File: src/rtl/nmi_dec_pkg.sv
// Shared types and helpers for the registered NMI address decoder.
//   state_t      : transaction FSM states
//   err_code_t   : sticky error code encoding
//   prio_onehot  : keeps only the lowest set bit of a request vector
package nmi_dec_pkg;

    typedef enum logic [1:0] {
        ST_IDLE,
        ST_BUSY,
        ST_RESP,
        ST_ERR
    } state_t;

    typedef logic [1:0] err_code_t;

    localparam err_code_t ERR_NONE  = 2'b00;
    localparam err_code_t ERR_UNMAP = 2'b01;
    localparam err_code_t ERR_TMO   = 2'b10;

    localparam int unsigned MAX_SLV = 32;

    // Two's-complement trick: v & -v isolates the lowest set bit.
    function automatic logic [MAX_SLV-1:0] prio_onehot(input logic [MAX_SLV-1:0] v);
        return v & (~v + MAX_SLV'(1));
    endfunction

endpackage

File: src/rtl/nmi_addr_match.sv
// Combinational base/mask address compare.
//   i_addr    : address to decode
//   o_hit     : one bit per slave, set when (addr & MASK_i) == BASE_i
//   o_any_hit : at least one slave matched
module nmi_addr_match #(
    parameter int unsigned               NUM_SLV  = 12,
    parameter int unsigned               ADDR_W   = 32,
    parameter logic [NUM_SLV*ADDR_W-1:0] SLV_BASE = '0,
    parameter logic [NUM_SLV*ADDR_W-1:0] SLV_MASK = '0
) (
    input  logic [ADDR_W-1:0]  i_addr,
    output logic [NUM_SLV-1:0] o_hit,
    output logic               o_any_hit
);

    always_comb begin
        o_hit = '0;
        for (int unsigned i = 0; i < NUM_SLV; i++) begin
            o_hit[i] = ((i_addr & SLV_MASK[i*ADDR_W +: ADDR_W]) == SLV_BASE[i*ADDR_W +: ADDR_W]);
        end
        o_any_hit = |o_hit;
    end

endmodule

File: src/rtl/nmi_dec_n.sv
// Registered NMI decoder: one master port fanned out to NUM_SLV slaves.
//   clk_i, rst_i           : clock, synchronous active-high reset
//   m_valid_i/addr/wdata/wstrb : master request (wstrb == 0 means read)
//   m_ready_o, m_rdata_o, m_err_o : one-cycle registered response
//   s_valid_o              : one-hot slave request
//   s_addr/wdata/wstrb_o   : registered broadcast payload
//   s_ready_i, s_rdata_i   : per-slave response (rdata packed)
//   err_vld_o/code_o/addr_o, err_clr_i : sticky first-error capture
// Unmapped accesses and slave timeouts complete with m_err_o and ERR_RDATA.
module nmi_dec_n
    import nmi_dec_pkg::*;
#(
    parameter int unsigned               NUM_SLV   = 12,
    parameter int unsigned               ADDR_W    = 32,
    parameter int unsigned               DATA_W    = 32,
    parameter logic [NUM_SLV*ADDR_W-1:0] SLV_BASE  = '0,
    parameter logic [NUM_SLV*ADDR_W-1:0] SLV_MASK  = '0,
    parameter int unsigned               TIMEOUT   = 1023,
    parameter logic [DATA_W-1:0]         ERR_RDATA = DATA_W'(32'hDEAD_BEEF)
) (
    input  logic                      clk_i,
    input  logic                      rst_i,
    input  logic                      m_valid_i,
    input  logic [ADDR_W-1:0]         m_addr_i,
    input  logic [DATA_W-1:0]         m_wdata_i,
    input  logic [DATA_W/8-1:0]       m_wstrb_i,
    output logic                      m_ready_o,
    output logic [DATA_W-1:0]         m_rdata_o,
    output logic                      m_err_o,
    output logic [NUM_SLV-1:0]        s_valid_o,
    output logic [ADDR_W-1:0]         s_addr_o,
    output logic [DATA_W-1:0]         s_wdata_o,
    output logic [DATA_W/8-1:0]       s_wstrb_o,
    input  logic [NUM_SLV-1:0]        s_ready_i,
    input  logic [NUM_SLV*DATA_W-1:0] s_rdata_i,
    output logic                      err_vld_o,
    output logic [1:0]                err_code_o,
    output logic [ADDR_W-1:0]         err_addr_o,
    input  logic                      err_clr_i
);

    state_t               r_state;
    state_t               w_state_nxt;

    logic [NUM_SLV-1:0]   w_hit;
    logic                 w_any_hit;
    logic [NUM_SLV-1:0]   w_sel;
    logic [NUM_SLV-1:0]   r_sel;
    logic [NUM_SLV-1:0]   r_svalid;

    logic [ADDR_W-1:0]    r_addr;
    logic [DATA_W-1:0]    r_wdata;
    logic [DATA_W/8-1:0]  r_wstrb;
    logic [DATA_W-1:0]    r_rdata;
    logic                 r_err;
    logic [DATA_W-1:0]    w_rdata_sel;

    logic [31:0]          r_cnt;
    logic [31:0]          w_cnt_inc;
    logic                 w_ready;
    logic                 w_tmo;

    logic                 w_err_evt;
    err_code_t            w_err_code;
    logic                 r_err_vld;
    err_code_t            r_err_code;
    logic [ADDR_W-1:0]    r_err_addr;

    nmi_addr_match #(
        .NUM_SLV  (NUM_SLV),
        .ADDR_W   (ADDR_W),
        .SLV_BASE (SLV_BASE),
        .SLV_MASK (SLV_MASK)
    ) u_match (
        .i_addr    (m_addr_i),
        .o_hit     (w_hit),
        .o_any_hit (w_any_hit)
    );

    assign w_sel = NUM_SLV'(prio_onehot(MAX_SLV'(w_hit)));

    // Ready only counts while our own registered valid is out, which also
    // masks non-selected slaves and any stray ready seen outside BUSY.
    assign w_ready   = |(s_ready_i & r_svalid);
    assign w_cnt_inc = r_cnt + 32'd1;
    assign w_tmo     = (TIMEOUT != 0) && (w_cnt_inc == TIMEOUT);

    always_comb begin
        w_rdata_sel = '0;
        for (int unsigned i = 0; i < NUM_SLV; i++) begin
            if (r_sel[i]) begin
                w_rdata_sel = w_rdata_sel | s_rdata_i[i*DATA_W +: DATA_W];
            end
        end
    end

    always_comb begin
        w_err_evt  = 1'b0;
        w_err_code = ERR_NONE;
        if (r_state == ST_ERR) begin
            w_err_evt  = 1'b1;
            w_err_code = ERR_UNMAP;
        end else if (r_state == ST_BUSY && !w_ready && w_tmo) begin
            w_err_evt  = 1'b1;
            w_err_code = ERR_TMO;
        end
    end

    // State register
    always_ff @(posedge clk_i) begin
        if (rst_i) begin
            r_state <= ST_IDLE;
        end else begin
            r_state <= w_state_nxt;
        end
    end

    // Next-state logic
    always_comb begin
        w_state_nxt = r_state;
        case (r_state)
            ST_IDLE: begin
                if (m_valid_i) begin
                    w_state_nxt = w_any_hit ? ST_BUSY : ST_ERR;
                end
            end
            ST_BUSY: begin
                if (w_ready || w_tmo) begin
                    w_state_nxt = ST_RESP;
                end
            end
            ST_ERR:  w_state_nxt = ST_RESP;
            ST_RESP: w_state_nxt = ST_IDLE;
            default: w_state_nxt = ST_IDLE;
        endcase
    end

    // Datapath registers
    always_ff @(posedge clk_i) begin
        if (rst_i) begin
            r_sel      <= '0;
            r_svalid   <= '0;
            r_addr     <= '0;
            r_wdata    <= '0;
            r_wstrb    <= '0;
            r_rdata    <= '0;
            r_err      <= 1'b0;
            r_cnt      <= '0;
            r_err_vld  <= 1'b0;
            r_err_code <= ERR_NONE;
            r_err_addr <= '0;
        end else begin
            // Valid lags BUSY entry by one cycle: the decode result is
            // registered first, then driven to the slave.
            r_svalid <= (r_state == ST_BUSY && w_state_nxt == ST_BUSY) ? r_sel : '0;

            case (r_state)
                ST_IDLE: begin
                    r_cnt <= '0;
                    if (m_valid_i) begin
                        r_addr  <= m_addr_i;
                        r_wdata <= m_wdata_i;
                        r_wstrb <= m_wstrb_i;
                        r_sel   <= w_sel;
                    end
                end
                ST_BUSY: begin
                    r_cnt <= w_cnt_inc;
                    if (w_ready) begin
                        r_rdata <= w_rdata_sel;
                        r_err   <= 1'b0;
                    end else if (w_tmo) begin
                        r_rdata <= ERR_RDATA;
                        r_err   <= 1'b1;
                    end
                end
                ST_ERR: begin
                    r_rdata <= ERR_RDATA;
                    r_err   <= 1'b1;
                end
                ST_RESP: begin
                    r_cnt <= '0;
                    r_err <= 1'b0;
                end
                default: ;
            endcase

            // A new error wins over a simultaneous clear.
            if (w_err_evt && (!r_err_vld || err_clr_i)) begin
                r_err_vld  <= 1'b1;
                r_err_code <= w_err_code;
                r_err_addr <= r_addr;
            end else if (err_clr_i) begin
                r_err_vld  <= 1'b0;
                r_err_code <= ERR_NONE;
                r_err_addr <= '0;
            end
        end
    end

    // Outputs
    always_comb begin
        m_ready_o  = (r_state == ST_RESP);
        m_err_o    = r_err;
        m_rdata_o  = r_rdata;
        s_valid_o  = r_svalid;
        s_addr_o   = r_addr;
        s_wdata_o  = r_wdata;
        s_wstrb_o  = r_wstrb;
        err_vld_o  = r_err_vld;
        err_code_o = r_err_code;
        err_addr_o = r_err_addr;
    end

endmodule

File: config.mk
export PLATFORM = sky130hd
export DESIGN_NAME = nmi_dec_n
export DESIGN_NICKNAME = d
export VERILOG_FILES = /design/src/rtl/nmi_dec_pkg.sv /design/src/rtl/nmi_addr_match.sv /design/src/rtl/nmi_dec_n.sv
export SDC_FILE = /design/constraint.sdc
export NUM_CORES = 1
export LEC_CHECK = 0
export ABC_AREA = 1
export CORE_AREA = 2 2 238 240
export CTS_CLUSTER_DIAMETER = 80
export DETAILED_ROUTE_END_ITERATION = 8
export DIE_AREA = 0 0 240 242
export HOLD_SLACK_MARGIN = 0.12
export PLACE_DENSITY = 0.51
export SLEW_MARGIN = 10
export SYNTH_ARGS = -nofsm -noshare
export SYNTH_HDL_FRONTEND = slang
export SYNTH_SLANG_ARGS = --single-unit
File: constraint.sdc
create_clock -name clk_i -period 3.25 [get_ports clk_i]
set_input_delay 0.4875 -clock clk_i [delete_from_list [all_inputs] [get_ports clk_i]]
set_output_delay 0.4875 -clock clk_i [all_outputs]
set_load 0.05 [all_outputs]
; Word-level counts from Yosys, hierarchy flattened
; Cells that the tools add are included.
[word_totals]
elab_cells = 61
out_inout_bits = 149
ff_bits = 172
[op_classes]
reduce_logical = 19
bitwise_logic = 2
mux = 21
n_eq_ne = 6
add_sub_neg = 1
[op_table]
columns = cell, n
row1 = $mux 32, 5
row2 = $pmux 32 s2, 2
row3 = $add 32x1->32 const B, 1
row4 = $eq 32x10->1 const B, 1
row5 = $and 12x1->12, 1
row6 = $mux 2, 6
row7 = $reduce_or 12->1, 1
row8 = $pmux 2 s4, 1
row9 = $mux 1, 6
row10 = $reduce_and 2->1, 3
row11 = $reduce_bool 2->1, 3
row12 = $eq 2x1->1 const B, 2
row13 = $eq 2x2->1 const B, 2
row14 = $logic_and 1x1->1, 4
row15 = $reduce_or 2->1, 2
row16 = $ne 3x3->1 const B, 1
row17 = $pmux 1 s3, 1
row18 = $reduce_bool 3->1, 1
row19 = $logic_not 1->1, 2
row20 = $logic_not 2->1, 1
row21 = $logic_or 1x1->1, 2
row22 = $not 1->1, 1

; Logic depth before layout (Yosys ltp)
; Gate-level depths: netlist of the first run.
[depth]
word_depth = 9
depth_mapped = 19

; Hierarchy
; Synthesis of the first run repeated with hierarchy kept, for this count alone.
[hier_totals]
cells_unflattened = 1585
area_unflattened_um2 = 10809.1
[modules_own_cells]
columns = mod, area_per_inst_um2, cells_each, n_inst
row1 = nmi_dec_n, 10707.8, 1571, 1
row2 = nmi_addr_match, 101.3, 14, 1

; Least setup slack after synthesis of the first run
; Ideal clock, no wire load.
[synth_path]
kind = reg2reg
start = reg r_cnt[1]
end = reg r_rdata[14] (netlist: m_rdata_o[14])
required_ns = 3.131
stages_incl_launch_ff = 18
setup_ns = 0.119
t_arrival_ns = 2.064
path_slack_ns = 1.067
path_buffers = 1
cell_sequence = dfxtp_1 -> ha_1 -> inv_1 -> nor2_4 -> nand2_2 -> nor2_4 -> nand2_1 -> nand2_1 -> nand3_1 -> nor2_1 -> nand2_1 -> nor2_4 -> nand2_1 -> nand3_2 -> buf_6 -> nand2_4 -> nand3_1 -> o21ai_1
[synth_via]
elab_chain_len = 4
[synth_lines]
columns = element, line_no
row1 = "start, declared", nmi_dec_n.sv:58  ; logic [31:0] r_cnt;
row2 = "start signal, assigned", nmi_dec_n.sv:168  ; r_cnt <= w_cnt_inc;
row3 = $add 32x1->32, nmi_dec_n.sv:85  ; assign w_cnt_inc = r_cnt + 32'd1;
row4 = $eq 32x10->1, nmi_dec_n.sv:86  ; assign w_tmo = (TIMEOUT != 0) && (w_cnt_inc == TIMEOUT);
row5 = $ne 3x3->1 (no line), n/a
row6 = $reduce_and 2->1 (no line), n/a
row7 = "end signal, assigned", nmi_dec_n.sv:170  ; r_rdata <= w_rdata_sel;
row8 = "end, declared", nmi_dec_n.sv:54  ; logic [DATA_W-1:0] r_rdata;
; Every way passes these cells.
; A chain may end at the register's enable or synchronous reset.

; Worst setup path in the final report of the first run
[layout_path]
start = reg r_cnt[1]
end = reg r_rdata[29] (netlist: m_rdata_o[29])
; Same word-level chain as after synthesis.

==> impl_metrics.toml, run 1 <==
[status]
status = "complete, no violations"

[logic_synthesis]
synthMuxAreaShare_pct = 0
yosysSeqAreaShare_pct = 44.94
synth_top_family_by_area = "simple AND/OR/NAND/NOR gates"
yosysMostFrequentCell = "nor2_1"
synth_common_cells = "210 x nor2_1, 198 x nand2_1, 172 x dfxtp_1, 113 x a21oi_1, 91 x nand3_1"
synth_top_area_cell = "dfxtp_1"
synth-simple-area-share_pct = 33.25
postSynthCellCount = 1082
synth_area_leaders = "dfxtp_1 45%, nor2_1 10%, nand2_1 9.7%"
ys_warn_count = 0
synth_adder_area_share_pct = 0.3266
yosysUniqueCellTypes = 36
synth-compound-area-share_pct = 13.21
avgSynthCellArea_um2 = 7.082
synth_top_area_share_pct = 44.94
ys_ff_latch = 172
postSynth.asyncResetShare_pct = 0
synth-edff-count = 0
synth_xor_area_share_pct = 0.9144
ys.flop_type = "dfxtp_1"
synth_area_um2 = 7662

[sta]
final.setup.tns_ps = 0
fin_crit_ps = 2916
hold_violations = 0
fin_crit_sh_pct = 89.73
max_freq_mhz = 342.9
hold_ws_ps = 476.9
relSlewSlack_pct = 44.24
worst_pin_slew_ps = 831.3
final-max-slew-violation-count = 0
skew_ps = 12.36
setup-violations-final = 0
rsz0062_at_grt = "false"

[layout]
n_antenna_cell = 0
drive_gt1_share_pct = 6.432
multiInputGateArea_um2 = 3701
layout-area-overhead-vs-synth_pct = 49.35
finalNetCount = 1764
ff_latch_area_um2 = 3445
nFillCells = 6331

[pwr]
p_int_w = 0.003597
finalPower_w = 0.005157
clockPowerShare_pct = 39.9
p_comb_share_pct = 16.6
seqPwrFrac_pct = 43.4
leakagePower_nw = 3.942
ir_drop_v = 0.0003199
p_per_area_nw_per_um2 = 450.7
netSwitchingPower_w = 0.001560
p_sw_share_pct = 30.25

[global_routing]
globalRouteOverflowTotal = 0
antenna_found_initial = 1
grt_pass1_vias = 7543
grt_max_degree = 69
track_usage_pct = 10.23
grt_pass1_wl_um = 45280

[route]
wl_met2_um = 13600
route.met3.wl_um = 2349
wl_met1_um = 13180
num_vias = 7826
drt-pass1-iter-count = 5
post_drt_wl_per_cell_um = 14.37
drt_drc_violations_left = 0
viasPerCell = 3.795
route.antenna.remaining_nets = 0
routed.top_layer = "met5"
totalWireLength_um = 29630
drtIter0Drc = 360

[die]
die_x_um = 240
die_h_um = 242
fp-row-count = 87
die_area_um2 = 58080
io_pins = 617
core_um2 = 55730
initial_core_util_pct = 13.75

[clock_tree]
cts_tree = "done"
h-tree-depth = 4
cts_resized = 0
ctsHoldBuffers = 0
cts_sinks = 172
numCtsBuffers = 17
cts_root_buf = "clkbuf_16"
worstSkewPairLatency_ps = 450
clockBufferDepth = 2
path_clk_slew_ps = 70
post_cts_buffers = 0

[critical_path]
r2r_start = "r_cnt[1]"
crit_arrival_ps = 3290
critical_path_peak_fanout = 51
startpoint = "r_cnt[1]"
path_class = "flip-flop to flip-flop"
endpoint_kind = "flip-flop"
cp-start-kind = "flip-flop"
required_ps = 3620

[placement]
io_buffers = 242
place.gp.congestion = 0.8504
dpl.hpwl_um = 21580

[run]
drv_cap = 0

[hold_path]
min_path_type = "flip-flop to flip-flop"
hp-start = "m_rdata_o[22]"
-- path summary, 6_finish.rpt --
check | to | slack, ps | depth (start not counted)
worst min register to register | m_rdata_o[22] | 480 | 2
worst max-delay path | m_rdata_o[29] | 330 | 16
worst min-delay path | m_rdata_o[22] | 480 | 2
worst max register to register | m_rdata_o[29] | 330 | 16
-- cell type report --
cell class                      instances  area share, %
Tap cell                              756          8.266
Clock buffer                           21          4.024
Sequential cell                       172          30.10
Multi-Input combinational cell        795          32.34
Timing Repair Buffer                  264          22.90
Inverter                               44          1.443
Clock inverter                         10         0.9294
-- routing by layer --
| layer | vias up | track usage, % |
|---|---|---|
| li1 | 3975 | - |
| met1 | 3617 | 12.60 |
| met2 | 203 | 16.23 |
| met3 | 29 | 4.011 |
| met4 | 2 | 3.343 |
| met5 | - | 0 |
-- power by group through the flow --
stage | combinational [W] | sequential, W | clock (W)
after CTS | 0.000868 | 0.00224 | 0.00214
after global routing | 0.000922 | 0.00225 | 0.00221
after global placement | 0.000865 | 0.00229 | 0
after floorplan | 0.000247 | 0.00254 | 0
after detailed placement | 0.000865 | 0.00229 | 0
final | 0.000858 | 0.00224 | 0.00206
-- state kept, by name (all words and copies together) (netlist names) --
signal      flops
s_wdata_o      32
s_addr_o       32
s_valid_o       1
r_cnt          32
err_addr_o     32
r_sel           1
m_err_o         1
err_vld_o       1
m_rdata_o      32
s_wstrb_o       4
err_code_o      2
r_state         2
-- stage by stage --
stage | util (%) | instance area (um2) | setup slack [ps] | std cells
floorplan | - | 7700 | 1067 | 1092
finish | 20.53 | 11440 | 333.9 | 2062
CTS | 20.53 | 11440 | 311.1 | 2062
global route | 20.53 | 11440 | 17.74 | 2062
detailed placement | 19.52 | 10880 | 341.1 | 2031
global placement | 19.52 | 10880 | 377.0 | 2031
-- logic make-up (layout without fill, tap and decap cells) --
logic type | Yosys count | after routing
adders and majority gates | 2 | 2
DFF | 172 | 172
other | 1 | 11
and+or+nand+nor | 574 | 574
buffers and inverters | 125 | 339
AOI/OAI and AO/OA | 200 | 200
xor gates and xnor gates | 8 | 8
-- critical path, cell delays in order (launching register included) --
cell and delay, ps:
dfxtp_1 410, ha_1 250, inv_1 110, nor2_4 160, nand2_2 130, nor2_4 180
nand2_1 90, nand2_1 90, nand3_1 80, nor2_1 150, nand2_1 120, nor2_4 170
nand2_1 110, nand3_2 90, buf_12 240, nand3_2 260, o21ai_1 220
-- cell usage in the layout (no fill, tap or decap), types with 2 or more instances in the layout --
cell / synthesis / layout
a21oi_1: 113 / 113
buf_12: 0 / 3
buf_4: 15 / 19
clkbuf_1: 50 / 2
clkbuf_16: 0 / 17
clkbuf_8: 0 / 2
clkdlybuf4s50_1: 0 / 241
clkinv_1: 3 / 3
conb_1: 1 / 11
dfxtp_1: 172 / 171
ha_1: 2 / 2
inv_1: 39 / 38
inv_2: 2 / 3
inv_6: 0 / 5
nand2_1: 198 / 196
nand2_2: 4 / 6
nand2_4: 3 / 3
nand3_1: 91 / 91
nand3_2: 4 / 4
nand3b_1: 7 / 7
nand4_1: 38 / 38
nor2_1: 210 / 210
nor2_2: 3 / 3
nor2_4: 7 / 7
nor3_1: 3 / 3
o21ai_0: 71 / 71
o21ai_1: 11 / 11
or2_2: 3 / 3
xnor2_1: 3 / 3
xor2_1: 5 / 5
Note: power is estimated with default switching activity, not from simulation.
==> run 2, diff against run 1 <==
- SKIP_CTS_REPAIR_TIMING: not set -> 1
==> results of run 2 <==
The final DEF is identical to that of run 1; final timing and power are the same.
==> run 3, diff against run 2 <==
- GPL_ROUTABILITY_DRIVEN: not set -> 1
==> results of run 3 <==
The final DEF is identical to that of run 1; final timing and power are the same.
